## src/rtl/bram_frame_writer.sv

```systemverilog
// bram_frame_writer: write side of the frame-buffer BRAM.
// Turns an RGB565 SOF/EOL pixel stream into row-major BRAM writes.
//
// Ports:
//   CLK, RESET_N      write clock, async active-low reset
//   PIX_DATA          RGB565 pixel (R[15:11] G[10:5] B[4:0])
//   PIX_VALID/READY   beat handshake; PIX_SOF/PIX_EOL frame/line markers
//   Reverse_SW        vertical flip request, sampled on SOF
//   BRAMADDR/DIN/WE   registered write port, one word per cycle
//   FRAME_DONE        pulse after the last line is written
//   ERR_LINE          pulse on a short or overlong line
//   ERR_FRAME         pulse on SOF inside a frame
module bram_frame_writer #(
    parameter int HSIZE  = 640,
    parameter int VSIZE  = 480,
    parameter int ADDR_W = 19
) (
    input  logic              CLK,
    input  logic              RESET_N,
    input  logic [15:0]       PIX_DATA,
    input  logic              PIX_VALID,
    output logic              PIX_READY,
    input  logic              PIX_SOF,
    input  logic              PIX_EOL,
    input  logic              Reverse_SW,
    output logic [ADDR_W-1:0] BRAMADDR,
    output logic [15:0]       BRAMDIN,
    output logic              BRAMWE,
    output logic              FRAME_DONE,
    output logic              ERR_LINE,
    output logic              ERR_FRAME
);

    localparam int HW = $clog2(HSIZE + 1);
    localparam int LW = $clog2(VSIZE + 1);

    localparam logic [ADDR_W-1:0] HSTEP    = ADDR_W'(HSIZE);
    localparam logic [ADDR_W-1:0] BASE_REV = ADDR_W'((VSIZE - 1) * HSIZE);
    localparam logic [HW-1:0]     HMAX     = HW'(HSIZE);
    localparam logic [HW-1:0]     HLAST    = HW'(HSIZE - 1);
    localparam logic [LW-1:0]     VLAST    = LW'(VSIZE - 1);

    typedef enum logic [1:0] {
        S_IDLE  = 2'd0,
        S_WRITE = 2'd1,
        S_DONE  = 2'd2
    } state_t;

    state_t              state_q, state_d;
    logic [HW-1:0]       hcnt_q, hcnt_d;
    logic [LW-1:0]       lcnt_q, lcnt_d;
    logic [ADDR_W-1:0]   base_q, base_d;
    logic                rev_q, rev_d;
    logic                long_q, long_d;

    logic [ADDR_W-1:0]   addr_q, addr_d;
    logic [15:0]         din_q, din_d;
    logic                we_q, we_d;
    logic                fd_q, fd_d;
    logic                el_q, el_d;
    logic                ef_q, ef_d;

    logic                accept;
    logic                active;
    logic                sof_go;
    logic [HW-1:0]       h_e;
    logic [LW-1:0]       l_e;
    logic [ADDR_W-1:0]   b_e;
    logic                r_e;
    logic                long_e;

    // Ready drops only for the single DONE cycle, and while in reset.
    assign PIX_READY = RESET_N && (state_q != S_DONE);

    assign accept = PIX_VALID && PIX_READY;
    assign sof_go = accept && PIX_SOF;

    // A beat is processed in WRITE, or in IDLE only when it carries SOF.
    assign active = accept && (PIX_SOF || (state_q == S_WRITE));

    // SOF restarts the frame before the rest of the beat is applied,
    // so all per-beat work uses these effective values.
    assign h_e    = sof_go ? '0 : hcnt_q;
    assign l_e    = sof_go ? '0 : lcnt_q;
    assign r_e    = sof_go ? Reverse_SW : rev_q;
    assign long_e = sof_go ? 1'b0 : long_q;
    assign b_e    = sof_go ? (Reverse_SW ? BASE_REV : '0) : base_q;

    always_ff @(posedge CLK or negedge RESET_N) begin
        if (!RESET_N) begin
            state_q <= S_IDLE;
        end else begin
            state_q <= state_d;
        end
    end

    always_ff @(posedge CLK or negedge RESET_N) begin
        if (!RESET_N) begin
            hcnt_q <= '0;
            lcnt_q <= '0;
            base_q <= '0;
            rev_q  <= 1'b0;
            long_q <= 1'b0;
            addr_q <= '0;
            din_q  <= '0;
            we_q   <= 1'b0;
            fd_q   <= 1'b0;
            el_q   <= 1'b0;
            ef_q   <= 1'b0;
        end else begin
            hcnt_q <= hcnt_d;
            lcnt_q <= lcnt_d;
            base_q <= base_d;
            rev_q  <= rev_d;
            long_q <= long_d;
            addr_q <= addr_d;
            din_q  <= din_d;
            we_q   <= we_d;
            fd_q   <= fd_d;
            el_q   <= el_d;
            ef_q   <= ef_d;
        end
    end

    always_comb begin
        state_d = state_q;
        hcnt_d  = hcnt_q;
        lcnt_d  = lcnt_q;
        base_d  = base_q;
        rev_d   = rev_q;
        long_d  = long_q;
        addr_d  = addr_q;
        din_d   = din_q;
        we_d    = 1'b0;
        fd_d    = 1'b0;
        el_d    = 1'b0;
        ef_d    = 1'b0;

        unique case (state_q)
            S_DONE: begin
                state_d = S_IDLE;
                hcnt_d  = '0;
                lcnt_d  = '0;
            end
            S_WRITE: begin
                ef_d = sof_go;
            end
            default: begin
            end
        endcase

        if (active) begin
            state_d = S_WRITE;
            rev_d   = r_e;
            lcnt_d  = l_e;
            base_d  = b_e;
            hcnt_d  = h_e;
            long_d  = long_e;

            if (h_e < HMAX) begin
                we_d   = 1'b1;
                addr_d = b_e + ADDR_W'(h_e);
                din_d  = PIX_DATA;
                hcnt_d = h_e + 1'b1;
                // EOL before the last column: short line.
                if (PIX_EOL && (h_e < HLAST)) begin
                    el_d = 1'b1;
                end
            end else if (!long_e) begin
                // First dropped beat of an overlong line.
                el_d   = 1'b1;
                long_d = 1'b1;
            end

            if (PIX_EOL) begin
                hcnt_d = '0;
                long_d = 1'b0;
                lcnt_d = l_e + 1'b1;
                base_d = r_e ? (b_e - HSTEP) : (b_e + HSTEP);
                if (l_e == VLAST) begin
                    state_d = S_DONE;
                    fd_d    = 1'b1;
                end
            end
        end
    end

    assign BRAMADDR   = addr_q;
    assign BRAMDIN    = din_q;
    assign BRAMWE     = we_q;
    assign FRAME_DONE = fd_q;
    assign ERR_LINE   = el_q;
    assign ERR_FRAME  = ef_q;

endmodule

```

## config.mk

```make
export PLATFORM = sky130hd
export DESIGN_NAME = bram_frame_writer
export DESIGN_NICKNAME = d
export VERILOG_FILES = /design/src/rtl/bram_frame_writer.sv
export SDC_FILE = /design/constraint.sdc
export NUM_CORES = 1
export LEC_CHECK = 0
export BUFFER_PORTS_ARGS = -buffer_cell sky130_fd_sc_hd__buf_2
export CORE_MARGIN = 8
export CORE_UTILIZATION = 34
export DETAILED_ROUTE_END_ITERATION = 7
export PLACE_DENSITY_LB_ADDON = 0.08
export SYNTH_ARGS = -nofsm -noshare
export SYNTH_HDL_FRONTEND = slang
export SYNTH_SLANG_ARGS = --single-unit
```

## constraint.sdc

```tcl
create_clock -name CLK -period 4.3 [get_ports CLK]
set_input_delay 0.215 -clock CLK [delete_from_list [all_inputs] [get_ports CLK]]
set_output_delay 0.215 -clock CLK [all_outputs]
set_load 0.03 [all_outputs]
```

==> flow_metrics.py, run 1 <==
metrics = {
    "yosys": {
        "syn_area_sq_mm": 0.00496,
        "yosysTopAreaCellShare_pct": 40.9,
        "syn_avg_cell_area_sq_um": 8.49,
        "ys_ff_latch": 81,
        "synth.net_count": 617,
        "synthTopCellsByArea": "dfrtp_1 41%, nand2_1 9.2%, and2_1 3.5%",
        "synthArstFlopShare_pct": 100,
        "yosys_warnings": 0,
        "syn_inst": 584,
        "synth_edf_count": 0,
        "ys_seq_area_share_pct": 40.9,
        "yosys.cell_types.count": 67,
        "synth_top_cell_by_area": "dfrtp_1",
        "synthFlopType": "dfrtp_1",
    },
    "layout": {
        "areaGrowthSynthToFinish_pct": 15.3,
        "drive_gt1_share_pct": 15.7,
        "final_common_cell": "nand2_1",
        "nets": 665,
        "fill_cells": 1451,
        "n_antenna_cell": 0,
        "layout_common_cells": "121 x nand2_1, 81 x dfrtp_1, 60 x buf_2",
    },
    "pwr": {
        "total_power_mw": 2.51,
        "leakagePower_nw": 2.69,
        "ir_drop_mv": 0.181,
        "pwr_density_cell_mw_per_mm2": 440,
    },
    "routing": {
        "wl_per_cell_microns": 16.8,
        "drt_pass1_iterations": 5,
        "route.vias.total": 4366,
        "drt_iter0_drc": 275,
        "viasPerCell": 5.32,
        "routed_wl_mm": 13.8,
        "drc": 0,
        "ant_nets": 0,
    },
    "floorplan": {
        "rows": 44,
        "dieArea_sq_mm": 0.0187,
        "start_util_pct": 34.5,
        "die-height_microns": 137,
        "core-area_sq_mm": 0.0144,
        "die_x_microns": 137,
        "ios": 62,
    },
    "sta": {
        "final_max_slew_viol_count": 0,
        "finalSetupViolations": 0,
        "max_slew_margin_pct": 50.8,
        "clock_skew_ns": 0.00492,
        "fmax_ghz": 0.294,
        "setup_tns_ns": 0,
        "period_share_pct": 79.2,
        "period_needed_ns": 3.40,
        "hold_viol": 0,
        "rsz0062_at_grt": "false",
        "tightest_slew_ns": 0.738,
    },
    "clock_network": {
        "clock_latency_ns": 0.34,
        "cts_resized": 0,
        "clkTransAtPathRegs_ns": 0.06,
        "ctsHtreeMaxLevel": 3,
        "root_buffer": "clkbuf_16",
        "cts_tree": "done",
        "post_cts_buffers": 0,
        "clkSinkCount": 81,
        "numCtsBuffers": 9,
        "cts_buffer_depth": 2,
    },
    "critical_path": {
        "path_delay_family": "compound AO/OA/AOI/OAI gates",
        "cp.required_ns": 4.53,
        "crit_chain": "dlygate4sd3_1, buf_4, and2_1, nand3_1, buf_4, and2_1, ha_1, o21a_1, o211ai_1, a21oi_1, and3_1, a221o_1, a211o_1",
        "critPathMaxFanout": 25,
        "r2r_slack_ns": 1.00,
        "crit_path_end_kind": "register",
        "rr_startpoint": "state_q[0]",
        "critical_path_arrival_ns": 3.64,
        "slowest_stage": "dlygate4sd3_1",
        "crit_path_max_incr_delay_ns": 0.53,
        "r2r-end": "BRAMADDR[11]",
        "path_class": "in2reg",
        "start_kind": "input pin",
        "crit_buf_inv": 3,
        "worstRegToRegCells": 11,
    },
    "hold_path": {
        "min_path_type": "in2reg",
        "hold_end": "BRAMDIN[10]",
        "worstHoldStart": "PIX_DATA[10]",
        "hold_depth": 3,
    },
    "grt": {
        "overflow": 0,
        "grt_pass1_vias": 4216,
        "grt_start_max_net_pins": 57,
        "antenna_found_initial": 0,
        "grt_util_all_layers_pct": 15.5,
        "grt_pass1_wl_mm": 22.8,
    },
    "flow_run": {
        "cap_violations": 0,
    },
    "run_status": {
        "outcome": "finished clean",
    },
    "placement": {
        "io_buffers": 61,
        "gp_congestion": 0.864,
        "hpwl_mm": 9.95,
    },
}
==> power breakdown <==
group	internal [mW]	total, mW	leakage, nW	switching, mW
combinational	0.275	0.729	1.49	0.454
sequential	0.862	0.988	1.06	0.125
clock	0.456	0.797	0.144	0.341
total	1.59	2.51	2.69	0.921
==> per-stage QoR <==
step / hold slack, ns / util (%) / instances / worst slack, ns / instance area (sq um)
floorplan: -0.0806 / - / 584 / 1.02 / 4960
global placement: 0.0309 / 37.6 / 804 / 1.18 / 5400
detailed placement: 0.0313 / 37.6 / 804 / 1.06 / 5400
CTS: 0.0439 / 39.8 / 821 / 0.933 / 5720
global route: 0.0507 / 39.8 / 821 / 0.661 / 5720
finish: 0.0545 / 39.8 / 821 / 0.895 / 5720
==> cells in the mapped netlist (5+ instances only) <==
cell / count
clkbuf_1: 18
o21ai_1: 20
o31ai_1: 6
a22o_1: 8
o21a_1: 5
nor4_1: 6
a211oi_1: 5
and3_1: 6
nor3_1: 9
dfrtp_1: 81
xnor2_1: 12
nor2_1: 33
nand2b_1: 11
o221ai_1: 5
xor2_1: 13
buf_2: 10
a21oi_1: 33
inv_1: 7
o22ai_1: 5
nand2_1: 121
ha_1: 11
and2_1: 28
a21o_1: 7
o21ai_0: 33
a31oi_1: 10
nand3_1: 8
==> final cells by class <==
cell class              count  area, sq um  share of cell area, %
clock buffers               9          225                   3.94
clock inverters             7         78.8                   1.38
inverters                   9         33.8                  0.591
multi-input cells         460         2740                   47.9
flip-flops and latches     81         2030                   35.4
well taps                 184          230                   4.03
repair buffers             71          385                   6.74
==> worst register-to-register path, delay by kind of cell, from the launching register on <==
family / cells / cell delay [ns]
fa+ha+maj: 1 / 0.34
flops: 1 / 0.46
simple gates: 4 / 0.84
buf+inv: 1 / 0.22
compound gates: 5 / 1.34
==> flip-flops by register name, summed over array words and instances, names as in the netlist <==
register    count
ERR_LINE        1
BRAMDIN        16
state_q         2
FRAME_DONE      1
BRAMADDR       19
BRAMWE          1
hcnt_q         10
ERR_FRAME       1
base_q         19
rev_q           1
long_q          1
lcnt_q          9
==> metal layers <==
layer	global-route usage (%)	up-vias	share of wire, %
met4	5.67	0	1.4
met3	2.35	12	3.7
met5	0	-	0
li1	-	2176	-
met2	24.5	66	48
met1	20.9	2112	47
==> cells by family (layout without fill, tap and decap cells) <==
logic type	Yosys count	in the layout	synth area share [%]
mux	3	3	0.706
compound gates	172	172	23.2
simple gates	248	248	23.9
flops	81	81	40.9
fa+ha+maj	12	12	3.00
buf+inv	43	96	3.96
xor+xnor	25	25	4.41
==> worst max-delay path by stage <==
stage	start	to	slack, ns	depth (start not counted)
3_3_place_gp	state_q[0]	BRAMADDR[11]	1.18	11
5_1_grt	RESET_N	BRAMADDR[11]	0.66	13
2_1_floorplan	state_q[0]	BRAMADDR[11]	1.02	14
4_1_cts	RESET_N	BRAMADDR[11]	0.93	13
3_5_place_dp	state_q[0]	BRAMADDR[11]	1.06	11
6_report	RESET_N	BRAMADDR[11]	0.90	13
==> repair_timing <==
item,in CTS,in global routing
hold endpoints to repair,25,0
endpoints found under the setup margin,0,0
hold buffers,1,0
(Power assumes the default switching activity.)
==> run 2: changes to the inputs <==
Clock period 4.3 ns to 3.32 ns, I/O delays scaled along.
==> run 2 against run 1 <==
  * Total power rose by 35%
  * Clock power increased by 42%
  * Die area unchanged
  * Highest routed layer unchanged
  * Critical endpoint unchanged
  * Global-route usage increased by 0.12 points
  * Wire length grew 4.2%
  * Clock skew hardly changed
==> flow_metrics.py, run 2 (synthesized netlist as in run 1, its figures left out) <==
metrics = {
    "sta": {
        "fmax_ghz": 0.318,
        "fin_ws_ns": 0.173,
        "final_max_slew_viol_count": 0,
        "finalSetupViolations": 0,
        "period_needed_ns": 3.15,
        "hold_viol": 0,
        "clock_skew_ns": 0.00483,
        "tightest_slew_ns": 0.679,
        "max_slew_margin_pct": 54.8,
        "period_share_pct": 94.8,
        "setup_tns_ns": 0,
    },
    "routing": {
        "route.vias.total": 4481,
        "drc": 0,
        "wl_per_cell_microns": 17.1,
        "drt_pass1_iterations": 4,
        "ant_nets": 0,
        "routed_wl_mm": 14.4,
        "viasPerCell": 5.33,
        "drt_iter0_drc": 305,
    },
    "placement": {
        "dpl_cell_area_sq_mm": 0.00547,
        "io_buffers": 61,
        "hpwl_mm": 10.2,
        "pre_cts_slack_ns": 0.206,
        "gp_congestion": 0.872,
    },
    "floorplan": {
        "start_util_pct": 34.5,
        "die-height_microns": 137,
        "die_x_microns": 137,
        "dieArea_sq_mm": 0.0187,
        "rows": 44,
        "core-area_sq_mm": 0.0144,
        "ios": 62,
    },
    "clock_network": {
        "cts_tree": "done",
        "clkTransAtPathRegs_ns": 0.06,
        "ctsHtreeMaxLevel": 3,
        "root_buffer": "clkbuf_16",
        "numCtsBuffers": 9,
        "clock_latency_ns": 0.35,
        "cts_buffer_depth": 2,
        "clkSinkCount": 81,
    },
    "critical_path": {
        "critPathMaxFanout": 13,
        "crit_path_end_kind": "register",
        "r2r-end": "BRAMADDR[11]",
        "r2r_slack_ns": 0.24,
        "worstRegToRegCells": 11,
        "rr_startpoint": "state_q[0]",
        "path_class": "in2reg",
        "start_kind": "input pin",
        "cp.required_ns": 3.56,
        "critical_path_arrival_ns": 3.38,
        "startpoint": "RESET_N",
        "critPathCapture": "BRAMADDR[11]",
    },
    "grt": {
        "grt_start_max_net_pins": 52,
        "grt_pass1_vias": 4374,
        "grt_pass1_wl_mm": 23.0,
        "overflow": 0,
        "antenna_found_initial": 0,
        "grt_util_all_layers_pct": 15.6,
    },
    "layout": {
        "multi_input_area_sq_mm": 0.00277,
        "areaGrowthSynthToFinish_pct": 20.1,
        "fill_cells": 1468,
        "finalInstanceArea_sq_mm": 0.00596,
        "drive_gt1_share_pct": 18.0,
        "final_common_cell": "nand2_1",
        "layout_common_cells": "121 x nand2_1, 81 x dfrtp_1, 61 x buf_2",
        "n_antenna_cell": 0,
        "seq_area_sq_mm": 0.00203,
        "nets": 684,
    },
    "pwr": {
        "pwr_density_cell_mw_per_mm2": 571,
        "leakagePower_nw": 2.81,
        "ir_drop_mv": 0.241,
    },
    "hold_path": {
        "hold_depth": 3,
        "min_path_type": "in2reg",
    },
    "flow_run": {
        "cap_violations": 0,
    },
    "run_status": {
        "outcome": "finished clean",
    },
}
[run 2: changes by cell type in the layout (fill, tap and decap cells not counted), sizes merged]
cell         change
dlygate4sd3      +5
clkbuf           +3
bufinv           +1
inv              -2
buf             +14
clkinvlp         -2
[run 2: per-stage QoR]
stage	hold slack, ns	util, %	std cells	total power, mW
after global placement	0.0692	38.1	813	2.27
after global routing	0.00804	41.5	840	3.60
after floorplan	-0.130	-	584	1.99
after detailed placement	0.0665	38.1	813	2.28
final	0.00943	41.5	840	3.40
after CTS	0.00117	40.9	835	3.44
[run 2: how the worst min path moves through the flow]
stage	start	endpoint	slack [ns]
after floorplan	RESET_N	BRAMADDR[0]	-0.13
after global placement	RESET_N	long_q	0.07
after detailed placement	RESET_N	long_q	0.07
after CTS	PIX_DATA[4]	BRAMDIN[4]	0.001
after global routing	PIX_DATA[8]	BRAMDIN[8]	0.008
final	PIX_DATA[15]	BRAMDIN[15]	0.009
[run 2: final cells by class]
class / count / area share [%]
Tap cell: 184 / 3.86
Inverter: 9 / 0.567
Multi-Input combinational cell: 460 / 46.4
Clock buffer: 12 / 4.47
Clock inverter: 4 / 1.24
Timing Repair Buffer: 90 / 9.43
Sequential cell: 81 / 34.0
[run 2: worst max-delay path: stages]
cell and delay (ns):
dlygate4sd3_1 0.58, buf_12 0.14, and2_1 0.15, nand3_2 0.15, buf_6 0.19, and2_1 0.16
ha_2 0.32, o21a_1 0.21, o211ai_1 0.36, a21oi_1 0.14, and3_1 0.21, a221o_1 0.32
a211o_1 0.26
[run 2: what timing repair did]
action                                  in CTS  in global routing
endpoints found under the hold margin       19                  0
endpoints found under the setup margin       0                 11
setup buffers                                0                  4
resized for setup                            0                 11
hold buffers                                 6                  0
[run 2: power by group]
part / internal [mW] / leakage, nW / total [mW] / switching, mW
sequential: 1.12 / 1.06 / 1.29 / 0.170
combinational: 0.379 / 1.58 / 0.984 / 0.605
clock: 0.720 / 0.169 / 1.13 / 0.413
total: 2.22 / 2.81 / 3.40 / 1.19
[run 2: per-layer routing]
metal	global-route usage (%)	share of wire, %	up-vias
met4	6.70	2.5	0
met2	25.1	47	72
met5	0	0	-
met3	3.16	4.1	20
met1	19.9	46	2157
li1	-	-	2232
==> run 3: changes to the inputs <==
Settings changed: PLACE_DENSITY set to 0.5, PLACE_DENSITY_LB_ADDON 0.08 to unset.
==> run 3 against run 2 <==
  * Clock power decreased by 9%
  * Global-route usage decreased by 0.083 points
  * Die area unchanged
  * Sequential cell count unchanged
  * Utilization decreased by 1.2 points
  * Sequential share of layout area increased by 1.0 points
  * First-iteration DRC count increased by 18%
  * Hold slack improved by 0.0013 ns
  * Count of clock-buffer cells in the layout decreased by 3
  * Wire length decreased by 2.0%
  * Critical path type unchanged
==> flow_metrics.py, run 3 (synthesized netlist as in run 1, its figures left out) <==
metrics = {
    "grt": {
        "grtUsageMet3_pct": 3.30,
        "grt_pass1_wl_mm": 22.9,
        "busiest_layer": "met2",
        "grt_start_max_net_pins": 70,
        "grtUsageMet1_pct": 20.6,
        "overflow": 0,
        "use_met2_pct": 25.0,
        "antenna_found_initial": 0,
        "grt_util_all_layers_pct": 15.5,
        "grt_pass1_vias": 4276,
    },
    "sta": {
        "fin_ws_ns": 0.133,
        "setup_tns_ns": 0,
        "finalSetupViolations": 0,
        "period_needed_ns": 3.19,
        "final_max_slew_viol_count": 0,
        "tightest_slew_ns": 0.870,
        "rsz0062_at_grt": "false",
        "hold_viol": 0,
        "max_slew_margin_pct": 42.0,
        "fmax_ghz": 0.314,
        "whs_ns": 0.0107,
        "period_share_pct": 96.0,
        "clock_skew_ns": 0.00929,
    },
    "layout": {
        "areaGrowthSynthToFinish_pct": 16.6,
        "n_antenna_cell": 0,
        "drive_gt1_share_pct": 16.3,
        "nets": 673,
        "final_common_cell": "nand2_1",
        "layout_common_cells": "121 x nand2_1, 81 x dfrtp_1, 60 x buf_2",
    },
    "floorplan": {
        "die-height_microns": 137,
        "core-area_sq_mm": 0.0144,
        "start_util_pct": 34.5,
        "ios": 62,
        "die_x_microns": 137,
        "rows": 44,
        "dieArea_sq_mm": 0.0187,
    },
    "routing": {
        "viasPerCell": 5.39,
        "route.vias.total": 4471,
        "drc": 0,
        "drt_iter0_drc": 359,
        "routed_wl_mm": 14.1,
        "ant_nets": 0,
        "wl_per_cell_microns": 17.0,
        "drt_pass1_iterations": 4,
    },
    "clock_network": {
        "numCtsBuffers": 9,
        "cts_buffer_depth": 2,
        "cts_tree": "done",
        "clkTransAtPathRegs_ns": 0.07,
        "ctsHtreeMaxLevel": 3,
        "cts_resized": 0,
        "clkSinkCount": 81,
        "cts_hold_buf": 4,
        "post_cts_buffers": 0,
        "clock_latency_ns": 0.35,
        "root_buffer": "clkbuf_16",
    },
    "placement": {
        "io_buffers": 61,
        "hpwl_mm": 10.2,
        "gp_congestion": 0.839,
        "pre_cts_slack_ns": 0.302,
    },
    "run_status": {
        "outcome": "finished clean",
    },
    "hold_path": {
        "worstHoldStart": "PIX_DATA[2]",
        "min_path_type": "in2reg",
    },
    "critical_path": {
        "critPathMaxFanout": 25,
        "path_class": "in2reg",
        "rr_startpoint": "state_q[0]",
        "cp.required_ns": 3.55,
        "crit_path_end_kind": "register",
        "critical_path_arrival_ns": 3.42,
        "start_kind": "input pin",
        "startpoint": "RESET_N",
    },
    "pwr": {
        "ir_drop_mv": 0.241,
        "leakagePower_nw": 2.72,
        "pwr_density_cell_mw_per_mm2": 568,
    },
    "flow_run": {
        "cap_violations": 0,
    },
}
==> run 3: report_power, final <==
group / switching [mW] / leakage [nW] / internal [mW]
clock: 0.444 / 0.136 / 0.589
combinational: 0.594 / 1.53 / 0.367
sequential: 0.179 / 1.06 / 1.12
==> run 3: path summary, 6_finish.rpt <==
path | end | slack (ns) | depth (start not counted)
max in group asynchronous | BRAMADDR[18] | 2.05 | 3
hold reg to reg | BRAMADDR[0] | 0.47 | 2
hold / removal | BRAMDIN[2] | 0.01 | 3
setup / recovery | BRAMADDR[11] | 0.13 | 13
setup reg to reg | BRAMADDR[11] | 0.26 | 11
min in group asynchronous | base_q[8] | 0.43 | 3
==> run 3: routing by layer <==
| layer | up-vias | wire length (microns) | share of wire (%) |
|---|---|---|---|
| met3 | 11 | 736 | 5.2 |
| met4 | 0 | 138 | 0.98 |
| met5 | - | 0 | 0 |
| met1 | 2173 | 6640 | 47 |
| met2 | 90 | 6580 | 47 |
| li1 | 2197 | - | - |
==> run 3: area by class of cell <==
cell class	count	area (sq um)
inverters	9	33.8
flip-flops and latches	81	2030
multi-input cells	460	2740
fillers	1456	8580
repair buffers	79	453
clock inverters	7	80.1
clock buffers	9	225
well taps	184	230
==> run 3: stage by stage <==
stage | total power, mW | instance area, sq um | util, % | std cells
floorplan | 1.99 | 4960 | - | 584
global placement | 2.26 | 5440 | 37.9 | 809
detailed placement | 2.28 | 5440 | 37.9 | 809
CTS | 3.34 | 5790 | 40.3 | 829
global route | 3.50 | 5790 | 40.3 | 829
finish | 3.29 | 5790 | 40.3 | 829
==> run 3: worst max-delay path: stages <==
cell           delay [ns]
dlygate4sd3_1        0.58
buf_4                0.16
and2_1               0.15
nand3_1              0.10
buf_4                0.23
and2_1               0.20
ha_1                 0.34
o21a_1               0.22
o211ai_1             0.33
a21oi_1              0.13
and3_1               0.21
a221o_1              0.32
a211o_1              0.26
